### src/rtl/pipe_id_stage.sv
`default_nettype none
// ============================================================================
// Module   : pipe_id_stage
// Purpose  : MIPS instruction-decode stage: register file, writeback bypass,
//            load-use stall detection and the registered ID/EX payload.
// Revision : 1.0
// ============================================================================

module pipe_id_stage #(
  parameter int WIDTH = 32,
  parameter int NREG  = 32
) (
  input  logic                     CLK,
  input  logic                     RST,
  input  logic                     in_valid,
  input  logic [31:0]              Ins,
  input  logic                     flush,
  input  logic                     wb_we,
  input  logic [$clog2(NREG)-1:0]  wb_adr,
  input  logic [WIDTH-1:0]         wb_data,
  output logic                     stall,
  output logic                     out_valid,
  output logic [WIDTH-1:0]         out_rdata1,
  output logic [WIDTH-1:0]         out_rdata2,
  output logic [WIDTH-1:0]         out_ed,
  output logic [$clog2(NREG)-1:0]  out_wadr,
  output logic                     out_we,
  output logic                     out_memread,
  output logic [5:0]               out_op
);

  localparam int AW = $clog2(NREG);

  localparam logic [5:0] c_op_rtype = 6'b000000;
  localparam logic [5:0] c_op_j     = 6'b000010;
  localparam logic [5:0] c_op_jal   = 6'b000011;
  localparam logic [5:0] c_op_beq   = 6'b000100;
  localparam logic [5:0] c_op_bne   = 6'b000101;
  localparam logic [5:0] c_op_andi  = 6'b001100;
  localparam logic [5:0] c_op_ori   = 6'b001101;
  localparam logic [5:0] c_op_xori  = 6'b001110;
  localparam logic [5:0] c_op_lw    = 6'b100011;
  localparam logic [5:0] c_op_sw    = 6'b101011;

  logic [WIDTH-1:0] regs_q [NREG];

  logic             valid_q,   valid_d;
  logic [WIDTH-1:0] rdata1_q,  rdata1_d;
  logic [WIDTH-1:0] rdata2_q,  rdata2_d;
  logic [WIDTH-1:0] ed_q,      ed_d;
  logic [AW-1:0]    wadr_q,    wadr_d;
  logic             we_q,      we_d;
  logic             memread_q, memread_d;
  logic [5:0]       op_q,      op_d;

  logic [5:0]       w_op;
  logic [AW-1:0]    w_rs, w_rt, w_rd, w_dest;
  logic [15:0]      w_imm;
  logic             w_zext, w_we, w_memread, w_wb_ok;
  logic [WIDTH-1:0] w_ed, w_rdata1, w_rdata2;

  assign w_op  = Ins[31:26];
  assign w_rs  = Ins[21 +: AW];
  assign w_rt  = Ins[16 +: AW];
  assign w_rd  = Ins[11 +: AW];
  assign w_imm = Ins[15:0];

  assign w_wb_ok = wb_we && (wb_adr != '0);

  always_comb begin
    w_zext = (w_op == c_op_andi) || (w_op == c_op_ori) || (w_op == c_op_xori);
    w_ed   = w_zext ? {{(WIDTH-16){1'b0}}, w_imm} : {{(WIDTH-16){w_imm[15]}}, w_imm};

    if (w_op == c_op_jal)        w_dest = AW'(NREG-1);
    else if (w_op == c_op_rtype) w_dest = w_rd;
    else                         w_dest = w_rt;

    // A destination of r0 can never be written, so never advertise a write.
    w_we = !((w_op == c_op_beq) || (w_op == c_op_bne) ||
             (w_op == c_op_j)   || (w_op == c_op_sw)) && (w_dest != '0);
    w_memread = (w_op == c_op_lw);

    if (w_rs == '0)                          w_rdata1 = '0;
    else if (w_wb_ok && (wb_adr == w_rs))    w_rdata1 = wb_data;
    else                                     w_rdata1 = regs_q[w_rs];

    if (w_rt == '0)                          w_rdata2 = '0;
    else if (w_wb_ok && (wb_adr == w_rt))    w_rdata2 = wb_data;
    else                                     w_rdata2 = regs_q[w_rt];
  end

  assign stall = in_valid & valid_q & memread_q & (wadr_q != '0) &
                 ((wadr_q == w_rs) | (wadr_q == w_rt));

  // Flush and stall both insert an all-zero bubble; flush simply wins.
  always_comb begin
    valid_d   = 1'b0;
    rdata1_d  = '0;
    rdata2_d  = '0;
    ed_d      = '0;
    wadr_d    = '0;
    we_d      = 1'b0;
    memread_d = 1'b0;
    op_d      = '0;
    if (!flush && !stall) begin
      valid_d   = in_valid;
      rdata1_d  = w_rdata1;
      rdata2_d  = w_rdata2;
      ed_d      = w_ed;
      wadr_d    = w_dest;
      we_d      = w_we;
      memread_d = w_memread;
      op_d      = w_op;
    end
  end

  always_ff @(posedge CLK or posedge RST) begin
    if (RST) begin
      valid_q   <= 1'b0;
      rdata1_q  <= '0;
      rdata2_q  <= '0;
      ed_q      <= '0;
      wadr_q    <= '0;
      we_q      <= 1'b0;
      memread_q <= 1'b0;
      op_q      <= '0;
    end else begin
      valid_q   <= valid_d;
      rdata1_q  <= rdata1_d;
      rdata2_q  <= rdata2_d;
      ed_q      <= ed_d;
      wadr_q    <= wadr_d;
      we_q      <= we_d;
      memread_q <= memread_d;
      op_q      <= op_d;
    end
  end

  always_ff @(posedge CLK or posedge RST) begin
    if (RST) begin
      for (int i = 0; i < NREG; i++) regs_q[i] <= '0;
    end else if (w_wb_ok) begin
      regs_q[wb_adr] <= wb_data;
    end
  end

  assign out_valid   = valid_q;
  assign out_rdata1  = rdata1_q;
  assign out_rdata2  = rdata2_q;
  assign out_ed      = ed_q;
  assign out_wadr    = wadr_q;
  assign out_we      = we_q;
  assign out_memread = memread_q;
  assign out_op      = op_q;

endmodule

`default_nettype wire

### config.mk
export PLATFORM = sky130hd
export DESIGN_NAME = pipe_id_stage
export DESIGN_NICKNAME = d
export VERILOG_FILES = /design/src/rtl/pipe_id_stage.sv
export SDC_FILE = /design/constraint.sdc
export NUM_CORES = 2
export LEC_CHECK = 0
export CAP_MARGIN = 0
export CORE_MARGIN = 2
export CORE_UTILIZATION = 35
export CTS_BUF_LIST = sky130_fd_sc_hd__clkbuf_2
export DETAILED_ROUTE_END_ITERATION = 10
export SYNTH_ARGS = -nofsm -noshare
export SYNTH_HDL_FRONTEND = slang
export SYNTH_SLANG_ARGS = --single-unit
### constraint.sdc
create_clock -name CLK -period 86.7 [get_ports CLK]
set_input_delay 17.34 -clock CLK [delete_from_list [all_inputs] [get_ports CLK]]
set_output_delay 17.34 -clock CLK [all_outputs]
set_load 0.05 [all_outputs]
### After elaboration in Yosys (flattened, before gate mapping)

Cells that the tools add are included.

| word-level totals | value |
|---|---|
| bits in registers | 1,134 |
| input bits | 74 |
| output and inout bits | 111 |
| word-level logic and storage cells | 109 |

| cells by class | value |
|---|---|
| magnitude comparators | 4 |
| eq/ne operators | 13 |
| muxes and demuxes | 24 |
| bitwise operators | 8 |
| reductions and logical operators | 20 |

Operators with widths:

| cell | count |
|---|---|
| bitwise mux 1024 bit | 1 |
| two-way mux 32 bit | 13 |
| binary-select mux 32 bit (select 5 bit) | 2 |
| demux 32 bit (select 5 bit) | 1 |
| == test 5 bit | 4 |
| == test 6 x 4 -> 1 bit, second input constant | 3 |
| >= comparator 6 bit, second input constant | 3 |
| inverter 5 -> 6 bit | 3 |
| two-way mux 5 bit | 3 |
| nonzero test 5 bit | 3 |
| == test 6 x 2 -> 1 bit, second input constant | 2 |
| == test 6 x 3 -> 1 bit, second input constant | 2 |
| == test 6 bit, second input constant | 2 |
| zero test 5 bit | 2 |
| logical AND 1 bit | 6 |
| zero test 6 bit | 1 |
| < comparator 6 x 1 -> 1 bit, second input constant | 1 |
| two-way mux 6 bit | 1 |
| logical OR 1 bit | 5 |
| bitwise AND 1 bit | 4 |
| zero test 1 bit | 3 |
| two-way mux 1 bit | 3 |
| OR 1 bit | 1 |

### Longest topological paths before layout

| depth | value |
|---|---|
| depth in word-level cells | 7 |
| depth in mapped cells | 11 |
| mapped depth without buffers | 6 |

### Worst setup path before layout

No wires, ideal clock.

| timing | value |
|---|---|
| path kind | input -> output |
| start | in Ins[18] |
| end | out stall |
| data arrival time | 18.624 ns |
| required time | 69.360 ns |
| path slack | 50.736 ns |
| stages on the path | 5 |
| path buffers | 1 |
| path through | buf_2 -> xor2_1 -> nor3_1 -> a22oi_1 -> nor2_1 |

| between the ends | value |
|---|---|
| longest elaborated chain between the ends | 3 |

Ends and longest elaborated chain:

| element | line | text |
|---|---|---|
| from (decl) | 16 | `input logic [31:0] Ins,` |
| == test 5 bit | 93 | `((wadr_q == w_rs) \| (wadr_q == w_rt));` |
| OR 1 bit | 93 |  |
| bitwise AND 1 bit | 92 | `assign stall = in_valid & valid_q & memread_q & (wadr_q != '0) &` |
| to (decl) | 21 | `output logic stall,` |

No other way between the ends.

### Final worst setup path

| timing | value |
|---|---|
| start | in Ins[25] |
| end | out stall |

Same word-level chain as after synthesis.

==> results by group <==
Cells and area
  • Final #Nets: 4265
  • Fin util: 0.388
  • Layout area overhead: 10.2%
  • Layout cells sized above 1: 0.461
  • # fillers: 15800

Global route
  • Vias in the first global route: 40300
  • Initial antenna violation count: 12
  • Global-route wire length before repair: ~290000 um
  • Final global-route overflow total: 0
  • Largest net degree at the start of global routing: 170
  • GRT Total Usage: 0.231

Placed design
  • DP HPWL: 107000 um
  • GPL Wtd Cong: 0.787
  • I/O Buffers: around 180

Routing
  • Final ANT Viol Nets: 0
  • Vias after detailed routing: roughly 39000
  • DRT iter0 DRCs: roughly 3500
  • Vias per cell: slightly below 6
  • WL/cell: ~30 um
  • DRT Pass-1 Iters: 5
  • Post-Route WL: just under 200000 um
  • DRC violations left: 0

Synthesis
  • Largest family of logic cells by synthesized area: multiplexers
  • Dominant cell type by area after synthesis: dfrtp_1
  • Post-Syn Area per Cell: 14.5 sq um
  • Yosys Warn Count: 0
  • Xor/xnor share of the synthesized area: 0.00298
  • FFs w/ async S/R, synth: 1.00
  • Share of the synthesized area in the top cell type: 0.477
  • Simple-Gate Fraction of Synth Area: 0.0291
  • Register area share after synthesis: 0.477
  • Top cells by area, synth: dfrtp_1, mux2_2, mux4_2, mux2i_1, clkbuf_1
  • Mapped cell area: 0.0587 sq mm
  • Adder-cell share of the synthesized area: 0
  • Compound-Gate Fraction of Synth Area: 0.0428
  • Syn Nets: 4127
  • Syn Inst Count: slightly above 4000
  • EDFF count, synth: 0
  • Ys flop type: dfrtp_1
  • Post-synthesis mux area share: 0.408
  • Yosys reg bits: 1119
  • Yosys cell types: 60

Timing
  • Setup TNS: 0 ns
  • Worst slew margin: 0.120
  • Final setup fails: 0
  • Hold Fails Final Rpt: 0
  • RSZ-0062 raised after global routing: false
  • Fin crit share: 0.432
  • WHS: 0.404 ns
  • Clock skew: between 0.1 and 0.15 ns
  • Slew Viols, Final: 0
  • Worst Max-Slew Pin Slew: between 1 and 1.5 ns
  • Crit path time final: about 37 ns
  • Fmax: 0.0267 GHz

Clock network
  • Setup Buffers After CTS: 0
  • CTS tree: built
  • CTS clk-pin slew, worst paths: 0.09 ns
  • Clock tree buffer depth: 4
  • Hold-fix buffers, CTS: 0
  • Skew-Pair Late Insertion Delay: 1.70 ns
  • CTS Root Cell: clkbuf_2
  • Clock Sink Count: about 1100
  • CTS H-Tree Depth: 5
  • CTS resizes: 0
  • TritonCTS buffer count: approximately 320

Power and ir drop
  • Cell Int Power: about 0.00094 W
  • Sw Pwr: between 0.0004 and 0.0005 W
  • Flop pwr share: 0.494
  • Leak Pwr: approximately 29 nW
  • Combinational power share: 0.224
  • Clock share of power: 0.282
  • Power per standard cell area: 21.3 mW/mm^2
  • Sw Share: 0.318
  • Max VDD drop: between 10 and 15 uV

Flow run
  • Maxcap violations: 0

Floorplanning
  • Die ar.: 0.171 sq mm
  • Rows: 150
  • Starting Density: 0.352
  • Die H: 414 um
  • Core Area: around 0.17 sq mm
  • Die width: 414 um
  • I/O Pins: around 190

Setup path
  • WP data required: 69.36 ns
  • WP data arrival: between 20 and 25 ns
  • R2R setup slack: about 83 ns
  • Critical path class: in -> out
  • Critical path endpoint category: output pin
  • CP Max Fanout: 10
  • Setup crit start kind: input port

Status
  • Status: finished clean

Hold path
  • Hold crit path type: reg -> reg
-- registers in the layout, indices dropped and copies added, names as in the netlist --
name         flops
out_valid        1
out_rdata1      32
out_op           6
out_ed          17
out_rdata2      32
out_memread      1
regs_q        1024
out_we           1
out_wadr         5
-- Yosys cell counts, drive strengths merged (16+ instances only) --
cell and count:
dfrtp 1119, mux2 993, mux4 401, mux2i 372, buf 268, clkbuf 198
nor3 122, nor2 104, a221oi 70, o22ai 67, o21ai 58, nand2 45
a221o 37, and2 27, a211oi 23, a311oi 19, xor2 16
-- power groups by stage --
stage | Clock, W | Sequential, W | Combinational [W]
finish | 0.000389 | 0.000682 | 0.000310
floorplan | 0 | 0.000686 | 0.000228
global placement | 0 | 0.000683 | 0.000305
detailed placement | 0 | 0.000689 | 0.000309
global route | 0.000428 | 0.000694 | 0.000330
CTS | 0.000400 | 0.000679 | 0.000310
-- path summary, 6_finish.rpt --
check,depth (start not counted),end,start
max,6,stall,Ins[25]
min,0,regs_q[1013]$_DFFE_PP0P_,regs_q[1013]$_DFFE_PP0P_
max reg2reg,7,out_rdata1[23]$_DFF_PP0_,out_wadr[3]$_DFF_PP0_
min reg2reg,0,regs_q[1013]$_DFFE_PP0P_,regs_q[1013]$_DFFE_PP0P_
max in group asynchronous,6,regs_q[552]$_DFFE_PP0P_,RST
min in group asynchronous,2,out_rdata1[10]$_DFF_PP0_,RST
-- kinds of logic after synthesis --
logic type      after synthesis
flops                      1119
buf+inv                     470
simple gates                347
compound gates              331
mux                        1766
xor+xnor                     20
-- through the flow --
step	area (sq um)	power [W]	instances	setup slack, ns
2_1_floorplan	58700	0.000913	4053	37.85
3_3_place_gp	62000	0.000988	6071	49.14
3_5_place_dp	62000	0.000999	6071	49.22
4_1_cts	64700	0.00139	6602	49.21
5_1_grt	64700	0.00145	6608	49.15
6_report	64700	0.00138	6610	49.21
-- cell usage in the layout (no fill, tap or decap), types with 25 or more instances in the layout --
master | Yosys | routed
and2_1 | 26 | 25
clkdlybuf4s50_1 | 0 | 176
o22ai_1 | 67 | 67
clkinv_1 | 1 | 54
nor2_1 | 104 | 91
nor3_1 | 117 | 117
dfrtp_1 | 1119 | 1119
clkbuf_2 | 2 | 463
a221oi_1 | 66 | 66
mux2i_1 | 372 | 372
mux2_2 | 983 | 983
o21ai_0 | 51 | 51
buf_4 | 35 | 94
nand2_1 | 45 | 29
mux4_2 | 401 | 401
a221o_1 | 37 | 37
-- area by class of cell --
class                           count  area [sq um]  share of cell area
Multi-Input combinational cell   2464         28600               0.441
Sequential cell                  1119         28000               0.433
Tap cell                         2204          2760              0.0426
Timing Repair Buffer              280          2640              0.0408
Clock buffer                      463          2320              0.0358
Clock inverter                     68           394             0.00609
Inverter                            4          25.0            0.000387
Antenna cell                        8          20.0            0.000309
-- critical path: stages --
cell             delay [ns]
clkdlybuf4s50_1        0.89
xor2_1                 0.17
nor3_1                 0.32
a22oi_1                0.24
nor2_1                 0.31
clkdlybuf4s50_1        0.86
-- metal layers --
| layer | vias to the layer above | share of wire | global-route usage |
|---|---|---|---|
| li1 | 15900 | - | - |
| met1 | 21100 | 0.41 | 0.302 |
| met2 | 1764 | 0.47 | 0.369 |
| met3 | 408 | 0.076 | 0.0570 |
| met4 | 6 | 0.038 | 0.0936 |
| met5 | - | 0.00020 | 0 |
No activity file was read; power rests on OpenSTA's default activity.
